`src/rtl/regfile_wb_arbiter_pkg.sv`:
```
// Shared register-file constants and the write-request bundle used by the
// writeback path, the LU result buffer and the register-file write port.
package regfile_wb_arbiter_pkg;

   localparam int REG_COUNT  = 32;
   localparam int REG_ADDR_W = 5;
   localparam int WB_DATA_W  = 32;

   typedef struct packed {
      logic                  we;
      logic [REG_ADDR_W-1:0] addr;
      logic [WB_DATA_W-1:0]  data;
   } wb_req_t;

endpackage

```
`src/rtl/regfile_wb_arbiter_scoreboard.sv`:
```
// Busy bit per architectural register plus a count of in-flight LU ops.
// x0 is never marked busy, so lookups of x0 always return 0.
module reg_scoreboard
   import regfile_wb_arbiter_pkg::*;
#(
   parameter int MAX_OUTSTANDING = 4,
   parameter int CNT_W           = 3
) (
   input  logic                  clk,
   input  logic                  rst_n,
   input  logic                  i_setEn,
   input  logic [REG_ADDR_W-1:0] i_setAddr,
   input  logic                  i_clrEn,
   input  logic [REG_ADDR_W-1:0] i_clrAddr,
   input  logic [REG_ADDR_W-1:0] i_lookAddrA,
   input  logic [REG_ADDR_W-1:0] i_lookAddrB,
   input  logic [REG_ADDR_W-1:0] i_lookAddrC,
   output logic                  o_busyA,
   output logic                  o_busyB,
   output logic                  o_busyC,
   output logic [CNT_W-1:0]      o_busyCount
);

   logic [REG_COUNT-1:0] r_busy;
   logic [CNT_W-1:0]     r_count;

   // Set wins over clear for the same bit, but decode's WAW check keeps
   // the issuing and draining registers distinct anyway.
   always_ff @(posedge clk or negedge rst_n) begin
      if (!rst_n) begin
         r_busy  <= '0;
         r_count <= '0;
      end else begin
         if (i_clrEn)
            r_busy[i_clrAddr] <= 1'b0;
         if (i_setEn && (i_setAddr != '0))
            r_busy[i_setAddr] <= 1'b1;
         case ({i_setEn, i_clrEn})
            2'b10:   r_count <= r_count + CNT_W'(1);
            2'b01:   r_count <= r_count - CNT_W'(1);
            default: r_count <= r_count;
         endcase
      end
   end

   assign o_busyA     = r_busy[i_lookAddrA];
   assign o_busyB     = r_busy[i_lookAddrB];
   assign o_busyC     = r_busy[i_lookAddrC];
   assign o_busyCount = r_count;

   a_noUnderflow : assert property (@(posedge clk) disable iff (!rst_n)
      i_clrEn |-> (r_count != '0));

   a_noOverflow : assert property (@(posedge clk) disable iff (!rst_n)
      (i_setEn && !i_clrEn) |-> (r_count < CNT_W'(MAX_OUTSTANDING)));

endmodule

```
`src/rtl/regfile_wb_arbiter.sv`:
```
// Shares the register-file write port between pipeline writeback (always
// first) and a one-entry LU result buffer; stalls decode on LU hazards.
module regfile_wb_arbiter
   import regfile_wb_arbiter_pkg::*;
#(
   parameter int DATA_WIDTH      = 32,
   parameter int MAX_OUTSTANDING = 4,
   parameter int STARVE_LIMIT    = 8
) (
   input  logic                                  clk,
   input  logic                                  rst_n,
   input  logic                                  ValidD,
   input  logic [REG_ADDR_W-1:0]                 Rs1D,
   input  logic [REG_ADDR_W-1:0]                 Rs2D,
   input  logic [REG_ADDR_W-1:0]                 RdD,
   input  logic                                  RegWriteD,
   input  logic                                  LongOpD,
   input  logic                                  RegWriteW,
   input  logic [REG_ADDR_W-1:0]                 RdW,
   input  logic [DATA_WIDTH-1:0]                 ResultW,
   input  logic                                  lu_valid,
   input  logic [REG_ADDR_W-1:0]                 lu_rd,
   input  logic [DATA_WIDTH-1:0]                 lu_data,
   output logic                                  lu_ready,
   output logic                                  WE3,
   output logic [REG_ADDR_W-1:0]                 A3,
   output logic [DATA_WIDTH-1:0]                 WD3,
   output logic                                  StallD,
   output logic                                  StarveStall,
   output logic [$clog2(MAX_OUTSTANDING+1)-1:0]  BusyCount
);

   localparam int CNT_W  = $clog2(MAX_OUTSTANDING+1);
   localparam int WAIT_W = $clog2(STARVE_LIMIT+1);

   wb_req_t          w_wbReq;
   wb_req_t          w_port;
   wb_req_t          r_buf;
   logic [WAIT_W-1:0] r_waitCnt;
   logic             w_drain;
   logic             w_load;
   logic             w_issue;
   logic             w_busyRs1;
   logic             w_busyRs2;
   logic             w_busyRd;
   logic             w_hazard;

   // The buffer's we bit doubles as its full flag.
   always_comb begin
      w_wbReq.we   = RegWriteW && (RdW != '0);
      w_wbReq.addr = RdW;
      w_wbReq.data = WB_DATA_W'(ResultW);

      w_port = '0;
      if (w_wbReq.we)
         w_port = w_wbReq;
      else if (r_buf.we)
         w_port = r_buf;
   end

   assign WE3      = w_port.we;
   assign A3       = w_port.addr;
   assign WD3      = w_port.data[DATA_WIDTH-1:0];
   assign lu_ready = !r_buf.we;
   assign w_load   = lu_valid && lu_ready;
   assign w_drain  = r_buf.we && !w_wbReq.we;

   assign StarveStall = (r_waitCnt >= WAIT_W'(STARVE_LIMIT));

   always_comb begin
      w_hazard = 1'b0;
      if (ValidD) begin
         if (w_busyRs1 || w_busyRs2)
            w_hazard = 1'b1;
         if (RegWriteD && w_busyRd)
            w_hazard = 1'b1;
         if (LongOpD && (BusyCount == CNT_W'(MAX_OUTSTANDING)))
            w_hazard = 1'b1;
      end
   end

   assign StallD  = w_hazard || StarveStall;
   assign w_issue = ValidD && LongOpD && RegWriteD && !StallD && (RdD != '0);

   // A load needs an empty buffer and a drain needs a full one, so the two
   // never coincide.
   always_ff @(posedge clk or negedge rst_n) begin
      if (!rst_n) begin
         r_buf <= '0;
      end else if (w_load) begin
         r_buf.we   <= 1'b1;
         r_buf.addr <= lu_rd;
         r_buf.data <= WB_DATA_W'(lu_data);
      end else if (w_drain) begin
         r_buf.we <= 1'b0;
      end
   end

   // Counts cycles a buffered result loses the port to W; saturates at the
   // limit so StarveStall holds until the drain.
   always_ff @(posedge clk or negedge rst_n) begin
      if (!rst_n)
         r_waitCnt <= '0;
      else if (w_drain)
         r_waitCnt <= '0;
      else if (r_buf.we && w_wbReq.we && !StarveStall)
         r_waitCnt <= r_waitCnt + WAIT_W'(1);
   end

   reg_scoreboard #(
      .MAX_OUTSTANDING (MAX_OUTSTANDING),
      .CNT_W           (CNT_W)
   ) u_scoreboard (
      .clk         (clk),
      .rst_n       (rst_n),
      .i_setEn     (w_issue),
      .i_setAddr   (RdD),
      .i_clrEn     (w_drain),
      .i_clrAddr   (r_buf.addr),
      .i_lookAddrA (Rs1D),
      .i_lookAddrB (Rs2D),
      .i_lookAddrC (RdD),
      .o_busyA     (w_busyRs1),
      .o_busyB     (w_busyRs2),
      .o_busyC     (w_busyRd),
      .o_busyCount (BusyCount)
   );

endmodule

```
`config.mk`:
```
export PLATFORM = sky130hd
export DESIGN_NAME = regfile_wb_arbiter
export DESIGN_NICKNAME = d
export VERILOG_FILES = /design/src/rtl/regfile_wb_arbiter_pkg.sv /design/src/rtl/regfile_wb_arbiter_scoreboard.sv /design/src/rtl/regfile_wb_arbiter.sv
export SDC_FILE = /design/constraint.sdc
export NUM_CORES = 1
export LEC_CHECK = 0
export BUFFER_PORTS_ARGS = -buffer_cell sky130_fd_sc_hd__buf_4
export CORE_MARGIN = 2
export CORE_UTILIZATION = 30
export CTS_CLUSTER_DIAMETER = 200
export DETAILED_ROUTE_END_ITERATION = 10
export PLACE_DENSITY = 0.61
export REMOVE_ABC_BUFFERS = 1
export SLEW_MARGIN = 25
export SYNTH_ARGS = -nofsm -noshare
export SYNTH_HDL_FRONTEND = slang
export SYNTH_SLANG_ARGS = --single-unit
export TNS_END_PERCENT = 30
```
`constraint.sdc`:
```
create_clock -name clk -period 3.58 [get_ports clk]
set_clock_uncertainty 0.2 [all_clocks]
set_input_delay 0.716 -clock clk [delete_from_list [all_inputs] [get_ports clk]]
set_output_delay 0.716 -clock clk [all_outputs]
set_load 0.05 [all_outputs]
```
# ---- After elaboration in Yosys (flattened, before gate mapping)
# Index checks and enable logic that the tools add are counted.
dict set report classes {
  n_mul 0
  magnitude_cmp 7
  n_reduce_logical 25
  shift 0
  n_addsub 3
  bitwise_logic 3
  div 0
  n_eq_ne 3
  muxes 23
}
# cell n
set ops {}
lappend ops {{$mux 38} 2}
lappend ops {{$mux 32} 2}
lappend ops {{$and 32x32->32} 1}
lappend ops {{$not 32->32} 1}
lappend ops {{$or 32x32->32} 1}
lappend ops {{$lt 5x6->1 const B} 4}
lappend ops {{$bmux 1 s5} 3}
lappend ops {{$logic_and 1x1->1} 14}
lappend ops {{$mux 1} 11}
lappend ops {{$demux 1 s5} 2}
lappend ops {{$ge 5x1->1 const B} 2}
lappend ops {{$reduce_bool 5->1} 2}
lappend ops {{$mux 4} 2}
lappend ops {{$pmux 3 s2} 1}
lappend ops {{$reduce_bool 2->1} 3}
lappend ops {{$add 4x1->4 const B} 1}
lappend ops {{$ge 4x4->1 const B} 1}
lappend ops {{$logic_not 1->1} 4}
lappend ops {{$add 3x1->3 const B} 1}
lappend ops {{$eq 3x3->1 const B} 1}
lappend ops {{$sub 3x1->3 const B} 1}
lappend ops {{$eq 2x1->1 const B} 1}
lappend ops {{$eq 2x2->1 const B} 1}
lappend ops {{$logic_or 1x1->1} 2}
dict set report totals {
  out_inout_bits 44
  latch_bits 0
  mem_bits_rw 0
  ff_bits 77
  elab_cells 70
  in_bits 96
  mem_bits_ro 0
  mem_count 0
}

# ---- Longest topological paths before layout
dict set report depth {
  depth_word 13
  depth_mapped 14
  depth_no_buf 12
}

# ---- Modules after synthesis
# Synthesis repeated with hierarchy kept, for this count alone.
dict set report hier_totals {
  cells_unflattened 496
  area_unflattened_um2 4833.4
}
# mod seq_area_each_um2 cells_each area_per_inst_um2 n_inst
set modules_own_cells {}
lappend modules_own_cells {reg_scoreboard 875.8 262 2429.8 1}
lappend modules_own_cells {regfile_wb_arbiter 1051.0 234 2403.6 1}

# ---- Worst setup path after synthesis
# OpenSTA, ideal clock, no wires.
dict set report synth_timing {
  path_kind {input port to output port}
  startpoint {in RdW[1]}
  endpoint {out A3[0]}
  n_path_buf 1
  required_ns 2.664
  stages 4
  path_slack_ns -0.082
  arrival_ns 2.746
  cell_sequence {or4_1 o21a_1 clkbuf_1 o21ai_0}
}
dict set report synth_via {
  elab_chain_cells 3
}
# element line
set synth_rtl {}
lappend synth_rtl {{start, declared} regfile_wb_arbiter.sv:19} ;# input logic [REG_ADDR_W-1:0] RdW,
lappend synth_rtl {{$reduce_bool 5->1} regfile_wb_arbiter.sv:50} ;# w_wbReq.we = RegWriteW && (RdW != '0);
lappend synth_rtl {{$logic_and 1x1->1} regfile_wb_arbiter.sv:50}
lappend synth_rtl {{$mux 38} regfile_wb_arbiter.sv:55} ;# if (w_wbReq.we)
lappend synth_rtl {{end, declared} regfile_wb_arbiter.sv:26} ;# output logic [REG_ADDR_W-1:0] A3,
# No other way between the ends.

# ---- Final worst setup path
dict set report layout_timing {
  startpoint {in RdD[1]}
  endpoint {out StallD}
}
dict set report layout_via {
  elab_chain_cells 7
}
# element line
set layout_rtl {}
lappend layout_rtl {{start, declared} regfile_wb_arbiter.sv:15} ;# input logic [REG_ADDR_W-1:0] RdD,
lappend layout_rtl {{$bmux 1 s5} regfile_wb_arbiter_scoreboard.sv:48} ;# assign o_busyC = r_busy[i_lookAddrC];
lappend layout_rtl {{$mux 1 (not written as such)} regfile_wb_arbiter_scoreboard.sv:48}
lappend layout_rtl {{$logic_and 1x1->1} regfile_wb_arbiter.sv:75} ;# if (RegWriteD && w_busyRd)
lappend layout_rtl {{$mux 1} regfile_wb_arbiter.sv:75}
lappend layout_rtl {{$mux 1} regfile_wb_arbiter.sv:77} ;# if (LongOpD && (BusyCount == CNT_W'(MAX_OUTSTANDING)))
lappend layout_rtl {{$mux 1} regfile_wb_arbiter.sv:72} ;# if (ValidD) begin
lappend layout_rtl {{$logic_or 1x1->1} regfile_wb_arbiter.sv:82} ;# assign StallD = w_hazard || StarveStall;
lappend layout_rtl {{end, declared} regfile_wb_arbiter.sv:28} ;# output logic StallD,
# No other way between the ends. The select of a mux whose other input is x is not followed.

==> flow_summary.json <==
{
  "cts_setup_buffers": 0,
  "synth.yosys.seq_area_share": 0.3846,
  "grt_pass1_vias": 4985,
  "grt-busiest-layer": "met2",
  "htreeDepth": 3,
  "grt.overflow.total": 0,
  "globalRouteMet3Util": 0.04871,
  "synth.avg_cell_area_sq_um": 9.980,
  "place_inst": 847,
  "clock.fmax_mhz": 278.6,
  "crit_path_start": "RdD[1]",
  "cts-buffers-inserted": 9,
  "required_ns": 2.66,
  "hold_viol_final": 0,
  "yosys.area.top_type": "dfrtp_1",
  "drv_slew": 0,
  "syn_area_sq_um": 5010,
  "yosysUniqueCellTypes": 55,
  "die_area_sq_um": 17750,
  "critical_path.slowest_cell": "a222oi_1",
  "critPathBufInv": 3,
  "crit_family": "compound AO/OA/AOI/OAI gates",
  "end_kind": "primary output",
  "yosys_warnings": 0,
  "setup_viol": 1,
  "min_path_type": "in2async",
  "clockRootBuffer": "clkbuf_16",
  "vias_per_cell": 5.433,
  "place_area_sq_um": 6384,
  "grtUsageMet2": 0.3146,
  "path_clk_slew_ns": 0.06,
  "p_leak_nw": 3.101,
  "io_buffers": 139,
  "cts_tree": "built",
  "finalCritPeriodShare": 1.003,
  "fin_area_sq_um": 6708,
  "clockBufferDepth": 2,
  "drt-initial-drc-count": 283,
  "start_util": 0.3043,
  "num_antenna_cells": 0,
  "coreArea_sq_um": 16470,
  "cp-start-kind": "input port",
  "fin_ws_ns": -0.009231,
  "cts.sinks": 77,
  "hold_buffers": 0,
  "drc": 0,
  "synth_ff_type": "dfrtp_1",
  "rsz0062_at_grt": "yes",
  "drv_cap": 0,
  "finalWirelength_um": 16610,
  "max_slew_margin": 0.5146,
  "final_cells": 862,
  "peakVddDrop_v": 0.0002028,
  "dr.pass1.iters": 5,
  "reg2reg_from": "u_scoreboard.r_busy[23]$_DFF_PN0_",
  "ios": 140,
  "ys_top_cells_by_count": "79 x nand2_1, 77 x dfrtp_1, 50 x nand3_1",
  "fp.dieW_um": 133.2,
  "antenna_found_initial": 0,
  "drive_above_1_share": 0.4283,
  "critPathMaxStageDelay_ns": 0.38,
  "p_per_area_nw_per_um2": 495.8,
  "grt_pass1_wl_um": 27150,
  "grtUsageTotal": 0.1932,
  "async_flop_share": 1.000,
  "synth_seq_cells": 77,
  "hpwl_um": 12390,
  "yosysMostFrequentCell": "nand2_1",
  "criticalPathCategory": "in2out",
  "path_common_cell": "a222oi_1",
  "min_period_ns": 3.589,
  "vias": 4683,
  "cp.arrival_ns": 2.67,
  "max_slew.worst_pin.slew_ns": 0.7266,
  "status": "complete, but fails checks",
  "synthCells": 502,
  "crit_fanout": 7,
  "fin_util": 0.4074,
  "nets": 737,
  "gp_congestion": 0.9231,
  "area.growth.synth_to_final_pct": 33.89,
  "grtUsageMet1": 0.2517,
  "nFillCells": 1659,
  "synthTopCellsByArea": "dfrtp_1 38%, mux2_2 9.4%, o31ai_2 6.7%",
  "grt_max_degree": 78,
  "die_y_um": 133.2,
  "ant_nets": 0,
  "synth_edf_count": 0,
  "num_rows": 47,
  "clk-insertion-delay-late_ns": 0.33,
  "synth_top_area_frac": 0.3846,
  "failed_checks": "negative setup slack",
  "wl_per_cell_um": 19.27,
  "cp_cell_sequence": "buf_12 > mux2_4 > a222oi_1 > nand4_1 > a222oi_1 > buf_4 > o2111ai_4 > o22a_1 > buf_6"
}
==> power by group <==
group / leakage [nW] / switching, mW / total, mW / internal [mW]
Combinational: 1.98 / 0.696 / 1.17 / 0.478
Sequential: 0.970 / 0.186 / 1.23 / 1.04
Clock: 0.149 / 0.367 / 0.925 / 0.558
==> final timing paths <==
kind	end	slack, ns	cells after the start
hold / removal	u_scoreboard.r_busy[26]$_DFF_PN0_	0.21	1
setup / recovery	StallD	-0.009	9
hold reg to reg	r_buf[0]$_DFFE_PN0P_	0.31	1
min in group clk	r_buf[0]$_DFFE_PN0P_	0.31	1
max in group asynchronous	r_buf[27]$_DFFE_PN0P_	2.47	1
setup reg to reg	u_scoreboard.o_busyCount[2]$_DFFE_PN0P_	0.12	13
==> final cells by class <==
cell class | count | area (sq um) | share of cell area
clock inverter | 6 | 61.31 | 0.009140
clock buffer | 10 | 239.0 | 0.03563
tap | 220 | 275.3 | 0.04104
multi-input combinational | 371 | 2867 | 0.4273
sequential | 77 | 1927 | 0.2873
timing repair buffer | 169 | 1305 | 0.1946
inverter | 9 | 33.78 | 0.005036
==> worst register-to-register path, stage by stage (launching register included) <==
cell and delay [ns]:
dfrtp_1 0.46, mux2_4 0.29, a222oi_1 0.38, nand4_1 0.14
a222oi_1 0.33, buf_4 0.19, o2111ai_4 0.15, or3_1 0.40
ha_1 0.21, inv_1 0.07, fa_1 0.17, xor2_1 0.16
nor2_1 0.07, xor2_1 0.14
==> cells in the final DEF, fill, tap and decap left out, types with 9 or more instances in the layout <==
cell       Yosys  routed
mux4_2        10      10
nand2_1       79      79
o31ai_2       27      27
buf_4          1     164
clkbuf_16      0       9
o21ai_0       31      31
mux2_2        42      40
nand4_1        9       9
nand3_1       50      50
mux2i_1       20      20
inv_1          9       9
dfrtp_1       77      77
==> registers in the layout, indices dropped and copies added, names as in the netlist <==
name,cells
r_buf,38
u_scoreboard.r_busy,32
r_waitCnt,4
u_scoreboard.o_busyCount,3
==> per-stage QoR <==
step / power [mW] / hold slack (ns) / TNS (ns) / setup slack (ns)
floorplan: 1.922 / 0.2204 / -20.36 / -1.254
global placement: 2.383 / 0.2729 / -0.6101 / -0.2250
detailed placement: 2.410 / 0.2989 / -0.7258 / -0.2816
CTS: 3.352 / 0.3137 / -0.01494 / -0.01494
global route: 3.498 / 0.2752 / -0.2734 / -0.1102
finish: 3.326 / 0.2101 / -0.009231 / -0.009231
==> per-layer routing <==
metal	vias up	wire, um
li1	2119	-
met1	2311	7217
met2	223	7792
met3	30	1229
met4	0	374
met5	-	0
==> cell families (layout without fill, tap and decap cells) <==
logic type,Yosys count,in the layout,synth area share
xor+xnor,3,3,0.005246
compound gates,97,97,0.1618
buf+inv,54,194,0.05070
mux,80,80,0.1988
simple gates,187,187,0.1873
fa+ha+maj,4,4,0.01149
flops,77,77,0.3846
==> repair_timing <==
| action | 4_1_cts | 5_1_grt |
|---|---|---|
| gates resized for setup | 7 | 0 |
| pin swaps | 5 | 2 |
| setup endpoints to repair | 1 | 3 |
No activity file was read; power rests on OpenSTA's default activity.
